<file path="src/rtl/video_pkg.sv">
// video_pkg: shared timing constants, colour type and colour constants for
// the 800x600@72 Hz raster generator.
//
// Contents:
//   HACTIVE..VBP       default raster timing (pixels / lines)
//   HTOTAL, VTOTAL     derived line and frame lengths
//   HS_START/HS_END    horizontal sync window, start inclusive, end exclusive
//   VS_START/VS_END    vertical sync window, start inclusive, end exclusive
//   CURSOR_HALF        default cursor half-size
//   rgb_t              packed {r,g,b} pixel
//   COLOR_*            cursor, background, crosshair and blank colours
package video_pkg;

  localparam int HACTIVE = 800;
  localparam int HFP     = 56;
  localparam int HSYNC   = 120;
  localparam int HBP     = 64;
  localparam int VACTIVE = 600;
  localparam int VFP     = 37;
  localparam int VSYNC   = 6;
  localparam int VBP     = 23;

  localparam int HTOTAL   = HACTIVE + HFP + HSYNC + HBP;   // 1040
  localparam int VTOTAL   = VACTIVE + VFP + VSYNC + VBP;   // 666
  localparam int HS_START = HACTIVE + HFP;                 // 856
  localparam int HS_END   = HS_START + HSYNC;              // 976
  localparam int VS_START = VACTIVE + VFP;                 // 637
  localparam int VS_END   = VS_START + VSYNC;              // 643

  localparam int CURSOR_HALF = 8;
  localparam int CW          = 11;   // coordinate width

  typedef struct packed {
    logic [7:0] r;
    logic [7:0] g;
    logic [7:0] b;
  } rgb_t;

  localparam rgb_t COLOR_FG     = 24'hFFFFFF;
  localparam rgb_t COLOR_BG     = 24'h000080;
  localparam rgb_t COLOR_XHAIR  = 24'h404040;
  localparam rgb_t COLOR_BLACK  = 24'h000000;

endpackage

</file>
<file path="src/rtl/video_timing.sv">
// video_timing: free-running raster counters with unregistered decode of
// sync, blanking and frame markers. The parent registers everything, so the
// decode here is the value for the pixel currently addressed by (xc,yc).
//
// Ports:
//   clk, reset_n   pixel clock, asynchronous active-low reset
//   xc, yc         current horizontal / vertical position
//   hs, vs         raw sync decode, active high
//   blank          raw blanking decode, 1 outside the active area
//   sof            raw decode of pixel (0,0)
//   eof            raw decode of the first pixel after the last active pixel
module video_timing
  import video_pkg::*;
#(
  parameter int H_ACTIVE = HACTIVE,
  parameter int H_FP     = HFP,
  parameter int H_SYNC   = HSYNC,
  parameter int H_BP     = HBP,
  parameter int V_ACTIVE = VACTIVE,
  parameter int V_FP     = VFP,
  parameter int V_SYNC   = VSYNC,
  parameter int V_BP     = VBP
) (
  input  logic          clk,
  input  logic          reset_n,
  output logic [CW-1:0] xc,
  output logic [CW-1:0] yc,
  output logic          hs,
  output logic          vs,
  output logic          blank,
  output logic          sof,
  output logic          eof
);

  localparam int H_TOTAL = H_ACTIVE + H_FP + H_SYNC + H_BP;
  localparam int V_TOTAL = V_ACTIVE + V_FP + V_SYNC + V_BP;
  localparam int H_SS    = H_ACTIVE + H_FP;
  localparam int H_SE    = H_SS + H_SYNC;
  localparam int V_SS    = V_ACTIVE + V_FP;
  localparam int V_SE    = V_SS + V_SYNC;

  always_ff @(posedge clk or negedge reset_n) begin
    if (!reset_n) begin
      xc <= '0;
      yc <= '0;
    end else if (xc == CW'(H_TOTAL - 1)) begin
      xc <= '0;
      if (yc == CW'(V_TOTAL - 1)) yc <= '0;
      else                        yc <= yc + 1'b1;
    end else begin
      xc <= xc + 1'b1;
    end
  end

  always_comb begin
    hs    = (xc >= CW'(H_SS)) && (xc < CW'(H_SE));
    vs    = (yc >= CW'(V_SS)) && (yc < CW'(V_SE));
    blank = (xc >= CW'(H_ACTIVE)) || (yc >= CW'(V_ACTIVE));
    sof   = (xc == '0) && (yc == '0);
    eof   = (xc == CW'(H_ACTIVE)) && (yc == CW'(V_ACTIVE - 1));
  end

endmodule

</file>
<file path="src/rtl/video_gen.sv">
// video_gen: raster generator with a square cursor composited over a flat
// background. All outputs are registered one cycle after the (xc,yc) decode
// and are mutually aligned.
//
// Build option: define VIDEO_CROSSHAIR_EN to draw a full-screen crosshair
// through the latched centre (cursor colour still wins over the crosshair).
//
// Ports:
//   clk, reset_n       pixel clock, asynchronous active-low reset
//   centerX, centerY   signed cursor centre from the controller
//   SOF, EOF           one-cycle frame markers
//   spotX, spotY       current raster position
//   hs, vs             sync, active high
//   blank              1 outside the active area
//   r, g, b            pixel colour, forced to 0 while blanked
module video_gen
  import video_pkg::*;
#(
  parameter int          H_ACTIVE = HACTIVE,
  parameter int          H_FP     = HFP,
  parameter int          H_SYNC   = HSYNC,
  parameter int          H_BP     = HBP,
  parameter int          V_ACTIVE = VACTIVE,
  parameter int          V_FP     = VFP,
  parameter int          V_SYNC   = VSYNC,
  parameter int          V_BP     = VBP,
  parameter int          HALF     = CURSOR_HALF,
  parameter logic [23:0] FG       = COLOR_FG,
  parameter logic [23:0] BG       = COLOR_BG
) (
  input  logic                 clk,
  input  logic                 reset_n,
  input  logic signed [CW-1:0] centerX,
  input  logic signed [CW-1:0] centerY,
  output logic                 SOF,
  output logic                 EOF,
  output logic        [CW-1:0] spotX,
  output logic        [CW-1:0] spotY,
  output logic                 hs,
  output logic                 vs,
  output logic                 blank,
  output logic        [7:0]    r,
  output logic        [7:0]    g,
  output logic        [7:0]    b
);

  localparam logic signed [CW:0] HALF_S = (CW+1)'(HALF);

  logic [CW-1:0] xc, yc;
  logic          hs_raw, vs_raw, blank_raw, sof_raw, eof_raw;

  video_timing #(
    .H_ACTIVE(H_ACTIVE), .H_FP(H_FP), .H_SYNC(H_SYNC), .H_BP(H_BP),
    .V_ACTIVE(V_ACTIVE), .V_FP(V_FP), .V_SYNC(V_SYNC), .V_BP(V_BP)
  ) u_timing (
    .clk     (clk),
    .reset_n (reset_n),
    .xc      (xc),
    .yc      (yc),
    .hs      (hs_raw),
    .vs      (vs_raw),
    .blank   (blank_raw),
    .sof     (sof_raw),
    .eof     (eof_raw)
  );

  logic signed [CW-1:0] cx, cy;
  logic signed [CW-1:0] cx_use, cy_use;
  logic signed [CW:0]   dx, dy;
  logic                 hit;
  rgb_t                 pix;
  rgb_t                 pix_q;

  always_ff @(posedge clk or negedge reset_n) begin
    if (!reset_n) begin
      cx <= CW'(400);
      cy <= CW'(300);
    end else if (sof_raw) begin
      cx <= centerX;
      cy <= centerY;
    end
  end

  // Pixel (0,0) is decoded in the same cycle the latch loads, so it takes
  // the incoming centre directly; this keeps the whole frame consistent.
  assign cx_use = sof_raw ? centerX : cx;
  assign cy_use = sof_raw ? centerY : cy;

  // Worst-case dx (1039 - (-1024)) wraps to a large negative value, which is
  // never within +/-HALF, so clipping still holds without a wider subtractor.
  assign dx  = $signed({1'b0, xc}) - $signed({cx_use[CW-1], cx_use});
  assign dy  = $signed({1'b0, yc}) - $signed({cy_use[CW-1], cy_use});
  assign hit = (dx >= -HALF_S) && (dx <= HALF_S) &&
               (dy >= -HALF_S) && (dy <= HALF_S);

  always_comb begin
    pix = rgb_t'(BG);
`ifdef VIDEO_CROSSHAIR_EN
    if ((dx == '0) || (dy == '0)) pix = COLOR_XHAIR;
`endif
    if (hit)       pix = rgb_t'(FG);
    if (blank_raw) pix = COLOR_BLACK;
  end

  always_ff @(posedge clk or negedge reset_n) begin
    if (!reset_n) begin
      SOF   <= 1'b0;
      EOF   <= 1'b0;
      spotX <= '0;
      spotY <= '0;
      hs    <= 1'b0;
      vs    <= 1'b0;
      blank <= 1'b1;
      pix_q <= COLOR_BLACK;
    end else begin
      SOF   <= sof_raw;
      EOF   <= eof_raw;
      spotX <= xc;
      spotY <= yc;
      hs    <= hs_raw;
      vs    <= vs_raw;
      blank <= blank_raw;
      pix_q <= pix;
    end
  end

  assign r = pix_q.r;
  assign g = pix_q.g;
  assign b = pix_q.b;

endmodule

</file>
<file path="config.mk">
export PLATFORM = sky130hd
export DESIGN_NAME = video_gen
export DESIGN_NICKNAME = d
export VERILOG_FILES = /design/src/rtl/video_pkg.sv /design/src/rtl/video_timing.sv /design/src/rtl/video_gen.sv
export SDC_FILE = /design/constraint.sdc
export NUM_CORES = 1
export LEC_CHECK = 0
export ABC_AREA = 1
export CORE_MARGIN = 4
export CORE_UTILIZATION = 55
export CTS_BUF_LIST = sky130_fd_sc_hd__clkbuf_16
export CTS_CLUSTER_DIAMETER = 30
export DETAILED_ROUTE_END_ITERATION = 8
export PLACE_DENSITY = 0.91
export REMOVE_ABC_BUFFERS = 1
export SYNTH_ARGS = -nofsm -noshare
export SYNTH_HDL_FRONTEND = slang
export SYNTH_HIERARCHICAL = 1
export SYNTH_SLANG_ARGS = --single-unit
</file>
<file path="constraint.sdc">
create_clock -name clk -period 4.53 [get_ports clk]
set_clock_uncertainty 0.15 [all_clocks]
set_input_delay 0.906 -clock clk [delete_from_list [all_inputs] [get_ports clk]]
set_output_delay 0.906 -clock clk [all_outputs]
set_load 0.03 [all_outputs]
</file>
==> results.cfg <==
[timing]
fin_ws_ns = 0.7171
tightest_slew_ns = 0.9011
rsz0062_at_grt = no
fin_crit_sh_pct = 84.17
slew_headroom_pct = 39.93
setup_tns_ns = 0
fmax_mhz = 262.3
setup_viol = 0
slew_violations = 0
finalHoldViolations = 0
layout_min_cycle_time_ns = 3.813

[cts]
cts-root-buf = clkbuf_16
cts.repair.resized = 0
cts_buffer_depth = 2
cts_sinks = 73
numCtsBuffers = 9
cts.htree.levels = 3
insertion_delay_ns = 0.33
cts_setup_buffers = 0
clk_pin_slew_ns = 0.06
cts_tree = done
cts.hold.buffers_added = 0

[global_routing]
grt_pass1_vias = 4493
grt_pass1_wl_um = 20510
grt_use_total_pct = 25.18
grt_max_degree = 42
gr-total-overflow = 0
antenna_found_initial = 0

[drt]
viasPerCell = 5.375
wl_per_cell_um = 14.45
drt_first_pass_iters = 5
wl_um = 12170
drt_iter0_drc = 326
drc = 0
antenna_left = 0
via_count = 4526

[critical_path]
critPathMaxFanout = 21
cp-start-kind = register
critical_path_arrival_ns = 3.93
r2r_setup_slack_ns = 0.72
worstSetupPathType = reg -> reg
end_kind = register
worstPathRequired_ns = 4.64

[yosys]
synth-edff-count = 0
ys.flop_type = dfrtp_1
yosys-top-cells-area = dfrtp_1 34%, nand2_1 15%, inv_1 9.4%
netlist_instances = 671
synth_common_cells = 188 x nand2_1, 121 x inv_1, 65 x dfrtp_1
syn_area_per_cell_um2 = 7.177
synth_area_leader_cell = dfrtp_1
ys_seq_elements = 73
synth_top_area_share_pct = 33.78
ys_types = 34
syn_area_mm2 = 0.004816
yosys_warnings = 6
synth_seq_area_share_pct = 38.14
async_flop_share_pct = 100.0
yosys.cell_count.top_type = nand2_1

[floorplan]
ios = 75
initial_core_util_pct = 57.46
dieWidth_um = 101.6
dieArea_mm2 = 0.01032
row_count = 33
coreArea_mm2 = 0.008382
die_h_um = 101.6

[finish]
drive_gt1_share_pct = 7.327
syn2layout_area_growth_pct = 21.69
final_nets = 785
fin_cells = 842
n_antenna_cell = 0
n_fill_cell = 673

[placement]
dp_worst_setup_slack_ns = 0.8022
hpwlAfterDp_um = 9086
place_inst = 826
port_buffers = 74
routabilityCongestion = 0.9637

[outcome]
status = finished clean

[pwr]
p_leak_nw = 3.084
intPower_w = 0.001253
sw_frac_of_total_pct = 22.33
sequentialPowerShare_pct = 41.3
ir_drop_v = 0.0001993
powerDensity_mw_per_mm2 = 275.3
p_clk_share_pct = 50.8
finalPower_w = 0.001613
p_sw_w = 0.0003602
pwr-share-comb_pct = 7.8

[min_path]
worstHoldPathType = reg -> reg

[flow_run]
drv_cap = 0
-- area by class of cell --
cell class	count	area [µm²]	share of cell area [%]
Clock buffer	9	225.2	3.843
Clock inverter	7	118.9	2.028
Inverter	125	469.2	8.006
Multi-Input combinational cell	444	2306	39.35
Sequential cell	73	1837	31.34
Tap cell	105	131.4	2.242
Timing Repair Buffer	79	773.2	13.19
-- flip-flops by register name, indices dropped and copies added (netlist names) --
signal / cells
EOF: 1
SOF: 1
b: 2
blank: 1
cx: 11
cy: 11
hs: 1
spotX: 11
spotY: 11
u_timing/xc: 11
u_timing/yc: 11
vs: 1
-- final timing paths --
path / start / end / cells after the start
max reg2reg: u_timing/xc[5]$_DFF_PN0_ / b[6]$_DFF_PN0_ / 20
max in group asynchronous: reset_n / cx[4]$_DFF_PN1_ / 2
max: u_timing/xc[5]$_DFF_PN0_ / b[6]$_DFF_PN0_ / 20
min: cy[9]$_DFF_PN0_ / cy[9]$_DFF_PN0_ / 2
min in group asynchronous: reset_n / cy[10]$_DFF_PN0_ / 1
min reg2reg: cy[9]$_DFF_PN0_ / cy[9]$_DFF_PN0_ / 2
-- stage by stage --
stage          cell area (µm²)  utilization [%]  hold WS (ns)
6_report                  5861            69.92        0.3508
3_3_place_gp              5517            65.82        0.3111
3_5_place_dp              5517            65.82        0.3300
2_1_floorplan             4607                -        0.2832
4_1_cts                   5861            69.92        0.3463
5_1_grt                   5861            69.92        0.3769
-- power by group through the flow --
| stage | registers [W] | logic, W | clock network [W] |
|---|---|---|---|
| finish | 0.000667 | 0.000126 | 0.000820 |
| global route | 0.000667 | 0.000144 | 0.000860 |
| CTS | 0.000667 | 0.000126 | 0.000829 |
| detailed placement | 0.000678 | 0.000125 | 0 |
| global placement | 0.000678 | 0.000121 | 0 |
| floorplan | 0.000678 | 0.0000733 | 0 |
-- cells by family (layout without fill, tap and decap cells) --
kind of cell / Yosys count / after routing / synth area share [%]
buffers and inverters: 154 / 220 / 14.08
AND/OR/NAND/NOR: 348 / 348 / 31.75
XOR/XNOR: 9 / 9 / 1.637
adder cells (fa/ha/maj): 29 / 29 / 7.846
AO/OA/AOI/OAI: 56 / 56 / 6.079
multiplexers: 2 / 2 / 0.4676
flip-flops: 73 / 73 / 38.14
-- critical path: stages (launching register included) --
cell and delay [ns]:
dfrtp_1 0.46, nor2_1 0.23, nand2_2 0.12, or2_2 0.33, nor3_2 0.26, buf_4 0.31, nand2_1 0.09, o21ai_0 0.11
inv_1 0.11, fa_1 0.41, inv_1 0.11, nand3_1 0.09, nand2_1 0.15, nand2_1 0.10, nand3_1 0.10, nand4_1 0.11
nor2_1 0.15, nand3_1 0.09, nand2_1 0.08, inv_1 0.06, nor2_1 0.10
-- metal layers --
| layer | track usage (%) | vias to the layer above | share of wire (%) | wire length (µm) |
|---|---|---|---|---|
| li1 | - | 2202 | - | - |
| met1 | 30.96 | 2087 | 40 | 4841 |
| met2 | 43.26 | 199 | 49 | 5963 |
| met3 | 4.132 | 38 | 7.4 | 896 |
| met4 | 11.55 | 0 | 3.9 | 469 |
| met5 | 0 | - | 0 | 0 |
-- layout by cell type, fill, tap and decap left out, drive strengths merged, types with 9 or more instances in the layout --
cell,instances
nor3,14
a21oi,16
clkbuf,9
inv,127
o21ai,36
nand3,56
nor2,57
clkdlybuf4s50,73
nand4,20
dfrtp,65
nand2,195
ha,27
(Power assumes the default switching activity.)
==> RTL change (same flow settings) <==
Put a register stage on the output `b`, with the module's reset. The value now appears one clock later. The other outputs are not delayed to match.
--- a/src/rtl/video_gen.sv
+++ b/src/rtl/video_gen.sv
@@ -47,2 +47,4 @@
   localparam logic signed [CW:0] HALF_S = (CW+1)'(HALF);
+
+  logic        [7:0] b_d;
 
@@ -128,3 +130,11 @@
   assign g = pix_q.g;
-  assign b = pix_q.b;
+  assign b_d = pix_q.b;
+
+  always_ff @(posedge clk or negedge reset_n) begin
+    if (!reset_n) begin
+      b <= '0;
+    end else begin
+      b <= b_d;
+    end
+  end
 
Behaviour: not the same (a bounded check fails within 4 cycles, from zero or initial values and one cycle with reset_n low).
==> RTL change against the unedited design <==
- wire length grew 1.7%
- setup slack lost 97 ps
- final area grew 0.90%
- sequential share of layout area grew 0.57 points
- total power shrank 1.9%
- synthesized area grew 1.0%
- sequential cell count grew 2
- highest routed layer unchanged
==> RTL change: results (changes against the unedited design) <==
Root Buffer Master clkbuf_16 (unchanged); post-CTS sizing 0 (unchanged); Async SR Flop Fraction 1.000 (unchanged); RD Place Congestion 0.9570 (was 0.9637); r2r setup slk 620 ps (was 720 ps); dpl ws 736.5 ps (was 802.2 ps); Clock transition at path regs 60 ps (about the same); Vias 4476 (was 4526); Lkg Pwr 3.112 nW (was 3.084 nW); Critical Path Fanout Max 28 (was 21); vias in the first global route 4367 (was 4493); Fmax 255.7 MHz (was 262.3 MHz); Max Cap Viol 0 (unchanged); Final #Nets 790 (was 785); status finished clean (unchanged); Slew Limit Headroom 0.3629 (was 0.3993); IO buf count 74 (unchanged); proportion of layout cells with a drive suffix above 1 0.07547 (was 0.07327); Placement Cell Area 5595 sq um (was 5517 sq um); CP max stage cell dfrtp_1 (unchanged); Cell variety after synth 34 (unchanged); total wire length 12380 um (was 12170 um); Post-CTS Setup Bufs 0 (unchanged); hold crit path type reg2reg (unchanged); antenna fix cells 0 (unchanged); top cells by area, synth dfrtp_1 34%, nand2_1 15%, inv_1 9.3%, ha_1 6.9%, nand3_1 5.7% (was dfrtp_1 34%, nand2_1 15%, inv_1 9.4%, ha_1 7.0%, nand3_1 5.7%); Internal 1.213 mW (was 1.253 mW); H-tree levels 3 (unchanged); total CTS buffers 9 (unchanged); Detailed Place HPWL 9232 um (was 9086 um); Clock Tree Buf Depth 2 (unchanged); Total GRT Usage 0.2532 (was 0.2518); commonest cells in the netlist 188 x nand2_1, 121 x inv_1, 67 x dfrtp_1, 55 x nand3_1, 53 x nor2_1 (was 188 x nand2_1, 121 x inv_1, 65 x dfrtp_1, 55 x nand3_1, 53 x nor2_1); DRT Pass-1 Iters 5 (unchanged); yosys warns 6 (unchanged); CP Data Arrival Time 4030 ps (was 3930 ps); register area share after synthesis 0.3878 (was 0.3814); initial antenna violation count 0 (unchanged); largest net degree at the start of global routing 76 (was 42); top cell family by delay on the critical path simple AND/OR/NAND/NOR gates (unchanged); Max Slew Vio Count 0 (unchanged); crit-path max cell delay 450 ps; clk_lat worst skew 340 ps; Max VDD drop 0.1677 mV (was 0.1993 mV); first-pass GRT wire length 20810 um (was 20510 um); drt initial violations 254 (was 326); Synth Flop Type dfrtp_1 (unchanged)
==> RTL change: kinds of logic (layout without fill, tap and decap cells) <==
| group | Yosys count | in the layout | synth area share |
|---|---|---|---|
| and+or+nand+nor | 348 | 348 | 0.3142 |
| buffers and inverters | 154 | 223 | 0.1394 |
| DFF | 75 | 75 | 0.3878 |
| AOI/OAI and AO/OA | 56 | 56 | 0.06017 |
| adders and majority gates | 29 | 29 | 0.07765 |
| xor gates and xnor gates | 9 | 9 | 0.01620 |
| muxes | 2 | 2 | 0.004628 |
==> RTL change: area by class of cell <==
type	count	area [sq um]
inverter	125	469.2
sequential	75	1887
clock buffer	9	225.2
clock inverter	7	92.59
fill	721	2765
timing repair buffer	82	798.3
multi-input combinational	444	2306
tap	108	135.1
==> RTL change: per-stage QoR <==
stage	util	hold WS (ps)	cells
after global placement	0.6448	188.5	834
after global routing	0.6814	223.8	850
after detailed placement	0.6448	200.2	834
after floorplan	-	181.2	644
after CTS	0.6814	213.6	850
final	0.6814	209.9	850
==> RTL change: path summary, 6_finish.rpt <==
path / from / end / cells after the start
max in group asynchronous: reset_n / u_timing/xc[1] / 1
min in group asynchronous: reset_n / cx[2] / 1
hold / removal: b_d[7] / b[7] / 0
setup / recovery: u_timing/xc[5] / b_d[6] / 19
hold reg to reg: b_d[7] / b[7] / 0
setup reg to reg: u_timing/xc[5] / b_d[6] / 19
==> RTL change: metal layers <==
metal,wire (um),track usage,vias up
met5,0,0,-
met4,261,0.07770,0
met3,655,0.04027,20
met2,6294,0.4493,124
met1,5171,0.3169,2117
li1,-,-,2215
==> RTL change: power by group through the flow <==
stage / clock network [mW] / logic [mW] / registers [mW]
2_1_floorplan: 0 / 0.0733 / 0.696
3_3_place_gp: 0 / 0.124 / 0.696
3_5_place_dp: 0 / 0.126 / 0.697
4_1_cts: 0.780 / 0.127 / 0.685
5_1_grt: 0.811 / 0.147 / 0.685
6_report: 0.771 / 0.127 / 0.685
